[src/rtl/serial_add_ctrl_if.sv]
// Operand and result handshake bundle for the bit-serial adder sequencer.
`timescale 1ns/1ps

interface serial_add_ctrl_if #(
    parameter int unsigned WIDTH = 8
);
    // Operand side: producer -> adder
    logic             in_valid;
    logic             in_ready;
    logic [WIDTH-1:0] a;
    logic [WIDTH-1:0] b;
    logic             cin;

    // Result side: adder -> consumer
    logic             out_valid;
    logic             out_ready;
    logic [WIDTH-1:0] sum;
    logic             cout;

    // Status
    logic             busy;

    // Environment side: drives operands, accepts results
    modport master (
        output in_valid, a, b, cin, out_ready,
        input  in_ready, out_valid, sum, cout, busy
    );

    // Adder side
    modport slave (
        input  in_valid, a, b, cin, out_ready,
        output in_ready, out_valid, sum, cout, busy
    );
endinterface

[src/rtl/serial_add_ctrl.sv]
// Bit-serial adder sequencer: one full-adder cell walks LSB-first across
// WIDTH bits, with valid/ready handshakes on operand capture and result release.
`timescale 1ns/1ps

module serial_add_ctrl #(
    parameter int unsigned WIDTH = 8
) (
    input  logic                  clk,
    input  logic                  rst,
    serial_add_ctrl_if.slave      bus
);

    localparam int unsigned CNT_W = (WIDTH > 1) ? $clog2(WIDTH) : 1;
    localparam logic [CNT_W-1:0] LAST_BIT = CNT_W'(WIDTH - 1);

    typedef enum logic [1:0] {
        IDLE = 2'd0,
        RUN  = 2'd1,
        DONE = 2'd2
    } state_t;

    state_t           state;
    logic [WIDTH-1:0] a_sr;
    logic [WIDTH-1:0] b_sr;
    logic [WIDTH-1:0] sum_sr;
    logic             carry;
    logic [CNT_W-1:0] count;

    logic             in_ready_q;
    logic             out_valid_q;
    logic             busy_q;

    logic             fa_s_c;
    logic             fa_co_c;

    // The single shared full-adder cell, fed from the operand LSBs and the carry flop
    always_comb begin
        fa_s_c  = a_sr[0] ^ b_sr[0] ^ carry;
        fa_co_c = (a_sr[0] & b_sr[0]) | (a_sr[0] & carry) | (b_sr[0] & carry);
    end

    // Sequencer and datapath; handshake/status outputs are flops updated with the state
    always_ff @(posedge clk or posedge rst) begin
        if (rst) begin
            state       <= IDLE;
            a_sr        <= '0;
            b_sr        <= '0;
            sum_sr      <= '0;
            carry       <= 1'b0;
            count       <= '0;
            in_ready_q  <= 1'b1;
            out_valid_q <= 1'b0;
            busy_q      <= 1'b0;
        end else begin
            case (state)
                IDLE: begin
                    if (bus.in_valid && in_ready_q) begin
                        a_sr       <= bus.a;
                        b_sr       <= bus.b;
                        carry      <= bus.cin;
                        count      <= '0;
                        state      <= RUN;
                        in_ready_q <= 1'b0;
                        busy_q     <= 1'b1;
                    end
                end

                RUN: begin
                    sum_sr <= {fa_s_c, sum_sr[WIDTH-1:1]};
                    a_sr   <= a_sr >> 1;
                    b_sr   <= b_sr >> 1;
                    carry  <= fa_co_c;
                    // Counter stops at the last bit; it is reloaded on the next accept
                    if (count == LAST_BIT) begin
                        state       <= DONE;
                        busy_q      <= 1'b0;
                        out_valid_q <= 1'b1;
                    end else begin
                        count <= count + CNT_W'(1);
                    end
                end

                DONE: begin
                    // Only the result handshake leaves DONE; sum and carry hold meanwhile
                    if (bus.out_ready) begin
                        state       <= IDLE;
                        out_valid_q <= 1'b0;
                        in_ready_q  <= 1'b1;
                    end
                end

                default: begin
                    state       <= IDLE;
                    in_ready_q  <= 1'b1;
                    out_valid_q <= 1'b0;
                    busy_q      <= 1'b0;
                end
            endcase
        end
    end

    assign bus.in_ready  = in_ready_q;
    assign bus.out_valid = out_valid_q;
    assign bus.busy      = busy_q;
    assign bus.sum       = sum_sr;
    assign bus.cout      = carry;

endmodule

[src/flat_wrapper.sv]
// flat-port wrapper written by rule: the top's interface ports become plain ports
module serial_add_ctrl_flat 
#(
    parameter int unsigned WIDTH = 8
)
  (clk, rst, bus_in_valid, bus_a, bus_b, bus_cin, bus_out_ready, bus_in_ready, bus_out_valid, bus_sum, bus_cout, bus_busy);
  serial_add_ctrl_if #(.WIDTH(WIDTH)) bus_i ();
  input  logic clk;
  input  logic rst;
  input wire logic [$bits(bus_i.in_valid)-1:0] bus_in_valid;
  input wire logic [$bits(bus_i.a)-1:0] bus_a;
  input wire logic [$bits(bus_i.b)-1:0] bus_b;
  input wire logic [$bits(bus_i.cin)-1:0] bus_cin;
  input wire logic [$bits(bus_i.out_ready)-1:0] bus_out_ready;
  output wire logic [$bits(bus_i.in_ready)-1:0] bus_in_ready;
  output wire logic [$bits(bus_i.out_valid)-1:0] bus_out_valid;
  output wire logic [$bits(bus_i.sum)-1:0] bus_sum;
  output wire logic [$bits(bus_i.cout)-1:0] bus_cout;
  output wire logic [$bits(bus_i.busy)-1:0] bus_busy;
  assign bus_i.in_valid = bus_in_valid;
  assign bus_i.a = bus_a;
  assign bus_i.b = bus_b;
  assign bus_i.cin = bus_cin;
  assign bus_i.out_ready = bus_out_ready;
  assign bus_in_ready = bus_i.in_ready;
  assign bus_out_valid = bus_i.out_valid;
  assign bus_sum = bus_i.sum;
  assign bus_cout = bus_i.cout;
  assign bus_busy = bus_i.busy;
  serial_add_ctrl #(.WIDTH(WIDTH)) u_core (.clk(clk), .rst(rst), .bus(bus_i));
endmodule
[config.mk]
export PLATFORM = sky130hd
export DESIGN_NAME = serial_add_ctrl_flat
export DESIGN_NICKNAME = d
export VERILOG_FILES = /design/src/rtl/serial_add_ctrl_if.sv /design/src/rtl/serial_add_ctrl.sv /design/src/flat_wrapper.sv
export SDC_FILE = /design/constraint.sdc
export NUM_CORES = 1
export LEC_CHECK = 0
export ABC_AREA = 1
export ABC_CLOCK_PERIOD_IN_PS = 3600
export CORE_ASPECT_RATIO = 0.5
export CORE_MARGIN = 2
export CORE_UTILIZATION = 50
export DETAILED_ROUTE_END_ITERATION = 12
export PLACE_DENSITY_LB_ADDON = 0.08
export REMOVE_ABC_BUFFERS = 1
export SETUP_SLACK_MARGIN = 0.15
export SLEW_MARGIN = 20
export SYNTH_ARGS = -nofsm -noshare
export SYNTH_HDL_FRONTEND = slang
export SYNTH_SLANG_ARGS = --single-unit
export TNS_END_PERCENT = 5
[constraint.sdc]
create_clock -name clk -period 3.6 [get_ports clk]
set_clock_uncertainty 0.1 [all_clocks]
set_input_delay 0.54 -clock clk [delete_from_list [all_inputs] [get_ports clk]]
set_output_delay 0.54 -clock clk [all_outputs]
set_load 0.05 [all_outputs]
# Word-level counts from Yosys, hierarchy flattened
# Cells that the tools add are included.
# word_totals
reg_bits	33
input_bits	21
output_inout_bits	12
elab_cells	58
# classes
add_sub_neg	1
eq_ne	7
n_mux	22
bitwise	10
n_reduce_logical	9
# op_table
operator	count
$pmux W8 S2	2
$mux W8	2
$reduce_and A3 Y1	5
$pmux W1 S3	3
$mux W1	7
$mux W2	3
$mux W3	2
$pmux W2 S3	1
$pmux W3 S2	1
$ne A2 B1 Y1 const B	2
$ne A2 B2 Y1 const B	2
$add A3 B1 Y3 const B	1
$and A1 B1 Y1	3
$eq A3 B3 Y1 const B	1
$not A1 Y1	3
$eq A2 B1 Y1 const B	1
$eq A2 B2 Y1 const B	1
$logic_not A2 Y1	1
$or A1 B1 Y1	2
$pmux W1 S2	1
$reduce_and A2 Y1	1
$reduce_bool A2 Y1	1
$xor A1 B1 Y1	2
$logic_and A1 B1 Y1	1

# Logic depth before layout (Yosys ltp)
# depth
ltp_word	4
mapped_depth	7

# Worst setup path after synthesis
# OpenSTA, ideal clock, no wires.
# synth_path
path_kind	register -> register
startpoint	reg u_core.carry, in the netlist u_core.bus.cout
endpoint	reg u_core.sum_sr[7], in the netlist u_core.bus.sum[7]
arrival_time_ns	1.234
required_time_ns	3.378
path_slack_ns	2.144
path_stages_with_launch	4
period_less_slack_ns	1.456
cell_sequence	dfrtp_1 -> fa_1 -> nand2_1 -> o21ai_1
# synth_between
elab_chain_len	1
# synth_lines
element	line_no	source
start, declared	serial_add_ctrl.sv:26	logic carry;
start signal, assigned	serial_add_ctrl.sv:60	carry <= bus.cin;
start signal, assigned	serial_add_ctrl.sv:72	carry <= fa_co_c;
$xor A1 B1 Y1	serial_add_ctrl.sv:38	fa_s_c = a_sr[0] ^ b_sr[0] ^ carry;
named net u_core.fa_s_c	serial_add_ctrl.sv:33	logic fa_s_c;
end signal, assigned	serial_add_ctrl.sv:69	sum_sr <= {fa_s_c, sum_sr[WIDTH-1:1]};
end, declared	serial_add_ctrl.sv:25	logic [WIDTH-1:0] sum_sr;
# The timed path passes the listed nets, and every way through them passes these cells.
# A chain may end at the register's enable or synchronous reset.

# Worst setup path after layout
# layout_path
startpoint	reg u_core.in_ready_q, in the netlist u_core.bus.in_ready
endpoint	out bus_in_ready
# layout_lines
element	line_no	source
start, declared	serial_add_ctrl.sv:29	logic in_ready_q;
start signal, assigned	serial_add_ctrl.sv:51	in_ready_q <= 1'b1;
start signal, assigned	serial_add_ctrl.sv:63	in_ready_q <= 1'b0;
start signal, assigned	serial_add_ctrl.sv:88	in_ready_q <= 1'b1;
end, declared	flat_wrapper.sv:15	output wire logic [$bits(bus_i.in_ready)-1:0] bus_in_ready;
# No word-level cell between the ends.

==> metrics.cfg <==
[timing]
final-hold-violation-count=0
min_period_ns=2.258
setup_viol=0
slew_headroom=0.6332
tightest_slew_ns=0.5490
slew_viol_final=0
fin_setup_tns_ns=0
setup_slack_ns=1.342
timing.final.crit_share=0.6271
rsz0062_at_grt=no
fmax_mhz=442.9

[route]
drc=0
vias_per_cell=4.822
drt_iter0_drc=67
wl_um=2918
wire_per_inst_um=10.85
final_antenna_net_count=0
via_count=1297
first_pass_iters=4

[cts]
cts_hold_buf=0
path_clk_slew_ns=0.06
cts_resized=0
cts_tree=done
cts-buffers-inserted=5
postCtsSetupBuffers=0
clk_latency_ns=0.28
cts_sinks=33
cts_max_path_buffers=2
htreeDepth=2
cts-root-buf=clkbuf_8

[cells_and_area]
final_common_cell=nand2_1
layoutNonFillerInstCount=269
drive_gt1_frac=0.06987
final_nets=253
num_antenna_cells=0
post-route-util=0.6566
final_cell_mix=119 x nand2_1, 32 x clkdlybuf4s50_1, 32 x dfrtp_1, 7 x nand3_1, 7 x inv_1
syn_to_final_growth_pct=25.86

[power_and_ir_drop]
share_comb_of_total_power=0.490
ir_drop_mv=0.5957
p_int_uw=966.0
switching_share=0.4549
p_per_area_mw_per_mm2=901.1
seq_power_share=0.355
leakagePower_uw=0.001049
clock_power_share=0.155
switching_power_uw=806.3

[min_path]
hold_path_class=register to register

[worst_setup_path]
critPathLaunchType=register
ff2ff_setup_slack_ns=2.00
cp.required_ns=2.96
crit_chain=clkdlybuf4s50_1
path_class=register to output port
critPathMaxStageDelay_ns=0.80
worst_ep_arrival_time_ns=1.62
cp-end-kind=output port
worst_path_max_delay_cell=clkdlybuf4s50_1
cp_max_fo=3
cp.buffers_inverters=1
cp_top_family=buffers and inverters

[floorplan]
ios=33
die_w_um=83.07
dieHeight_um=43.53
std_cell_rows=14
die-area_mm2=0.003616
core_area_mm2=0.002995
initial_utilization=0.5217

[placement]
gp_routability_congestion=0.8015
pre_cts_slack_ns=1.644
dp.cells=262
dpl.hpwl_um=1958
portBuffers=32

[synthesis]
syn_inst=195
yosys_register_bits=33
seq_area_frac_synth=0.5292
synth_cell_types=20
yosysWarnings=0
netlist_area_mm2=0.001563
avgSynthCellArea_um2=8.014

[global_routing]
overflow=0
grtUsageTotal=0.1844
grt_pass1_wl_um=5161
grt_max_degree=34
grt_pass1_vias=1222
grt_antenna_before_repair=0

[run_status]
status=finished clean

[job]
drv_cap=0

-- power groups by stage --
stage | logic, uW | clock network, uW | registers, uW
global placement | 859 | 0 | 631
detailed placement | 880 | 0 | 634
floorplan | 435 | 0 | 815
global route | 969 | 302 | 649
CTS | 884 | 286 | 630
finish | 868 | 275 | 629
-- worst min-delay path: cells and delay by family (launching register included) --
kind / cells / cell delay (ns)
flip-flops: 1 / 0.34
AND/OR/NAND/NOR: 2 / 0.09
-- area by class of cell --
| type | count | area, um^2 |
|---|---|---|
| Fill cell | 268 | 1028 |
| Sequential cell | 33 | 827.0 |
| Multi-Input combinational cell | 147 | 641.9 |
| Timing Repair Buffer | 33 | 327.8 |
| Clock buffer | 7 | 86.33 |
| Tap cell | 40 | 50.05 |
| Inverter | 9 | 33.78 |
-- Yosys cell counts --
library cell	n	area, um^2
buf_4	2	15.01
dfstp_2	1	26.28
ha_1	2	25.02
nand2_4	2	22.52
nand3_1	7	35.03
dfrtp_1	32	800.8
fa_1	1	20.02
nand2_2	2	12.51
o21ai_1	4	20.02
buf_6	4	45.04
o21ai_0	3	15.01
nor2_4	1	11.26
a21oi_1	2	10.01
nand3b_1	1	7.510
inv_2	2	7.510
nor2_1	1	3.750
nor2_2	1	6.260
inv_1	7	26.28
nand2_1	119	446.7
nand4_1	1	6.260
-- worst paths after layout --
check	startpoint	endpoint	cells after the start
setup / recovery	u_core.bus.in_ready	bus_in_ready	1
hold / removal	u_core.a_sr[7]	u_core.a_sr[7]	2
setup reg to reg	u_core.state[0]	u_core.count[0]	5
hold reg to reg	u_core.a_sr[7]	u_core.a_sr[7]	2
max in group asynchronous	rst	u_core.bus.in_ready	3
min in group asynchronous	rst	u_core.count[0]	3
-- through the flow --
step / cell area [um^2] / total power, uW / hold WS [ns]
final: 1967 / 1772 / 0.3725
after global routing: 1967 / 1920 / 0.3966
after CTS: 1967 / 1800 / 0.3789
after detailed placement: 1881 / 1514 / 0.3632
after global placement: 1881 / 1489 / 0.3593
after floorplan: 1503 / 1250 / 0.3422
-- flip-flops by register name, indices dropped and copies added (netlist names) --
name,flops
u_core.a_sr,8
u_core.b_sr,8
u_core.count,3
u_core.bus.busy,1
u_core.bus.cout,1
u_core.bus.out_valid,1
u_core.bus.in_ready,1
u_core.bus.sum,8
u_core.state,2
-- kinds of logic after synthesis --
group | Yosys count | share of synthesized area
adders and majority gates | 3 | 0.02882
buffers and inverters | 15 | 0.06005
and+or+nand+nor | 135 | 0.3531
AOI/OAI and AO/OA | 9 | 0.02882
DFF | 33 | 0.5292
-- layer usage --
layer / routed length [um] / part of all wire / GRT usage / vias to the layer above
li1: - / - / - / 661
met1: 1427 / 0.49 / 0.2323 / 593
met2: 1261 / 0.43 / 0.2968 / 36
met3: 192 / 0.066 / 0.06667 / 7
met4: 37 / 0.013 / 0.07869 / 0
met5: 0 / 0 / 0 / -
Power figures use the tool's default switching activity.
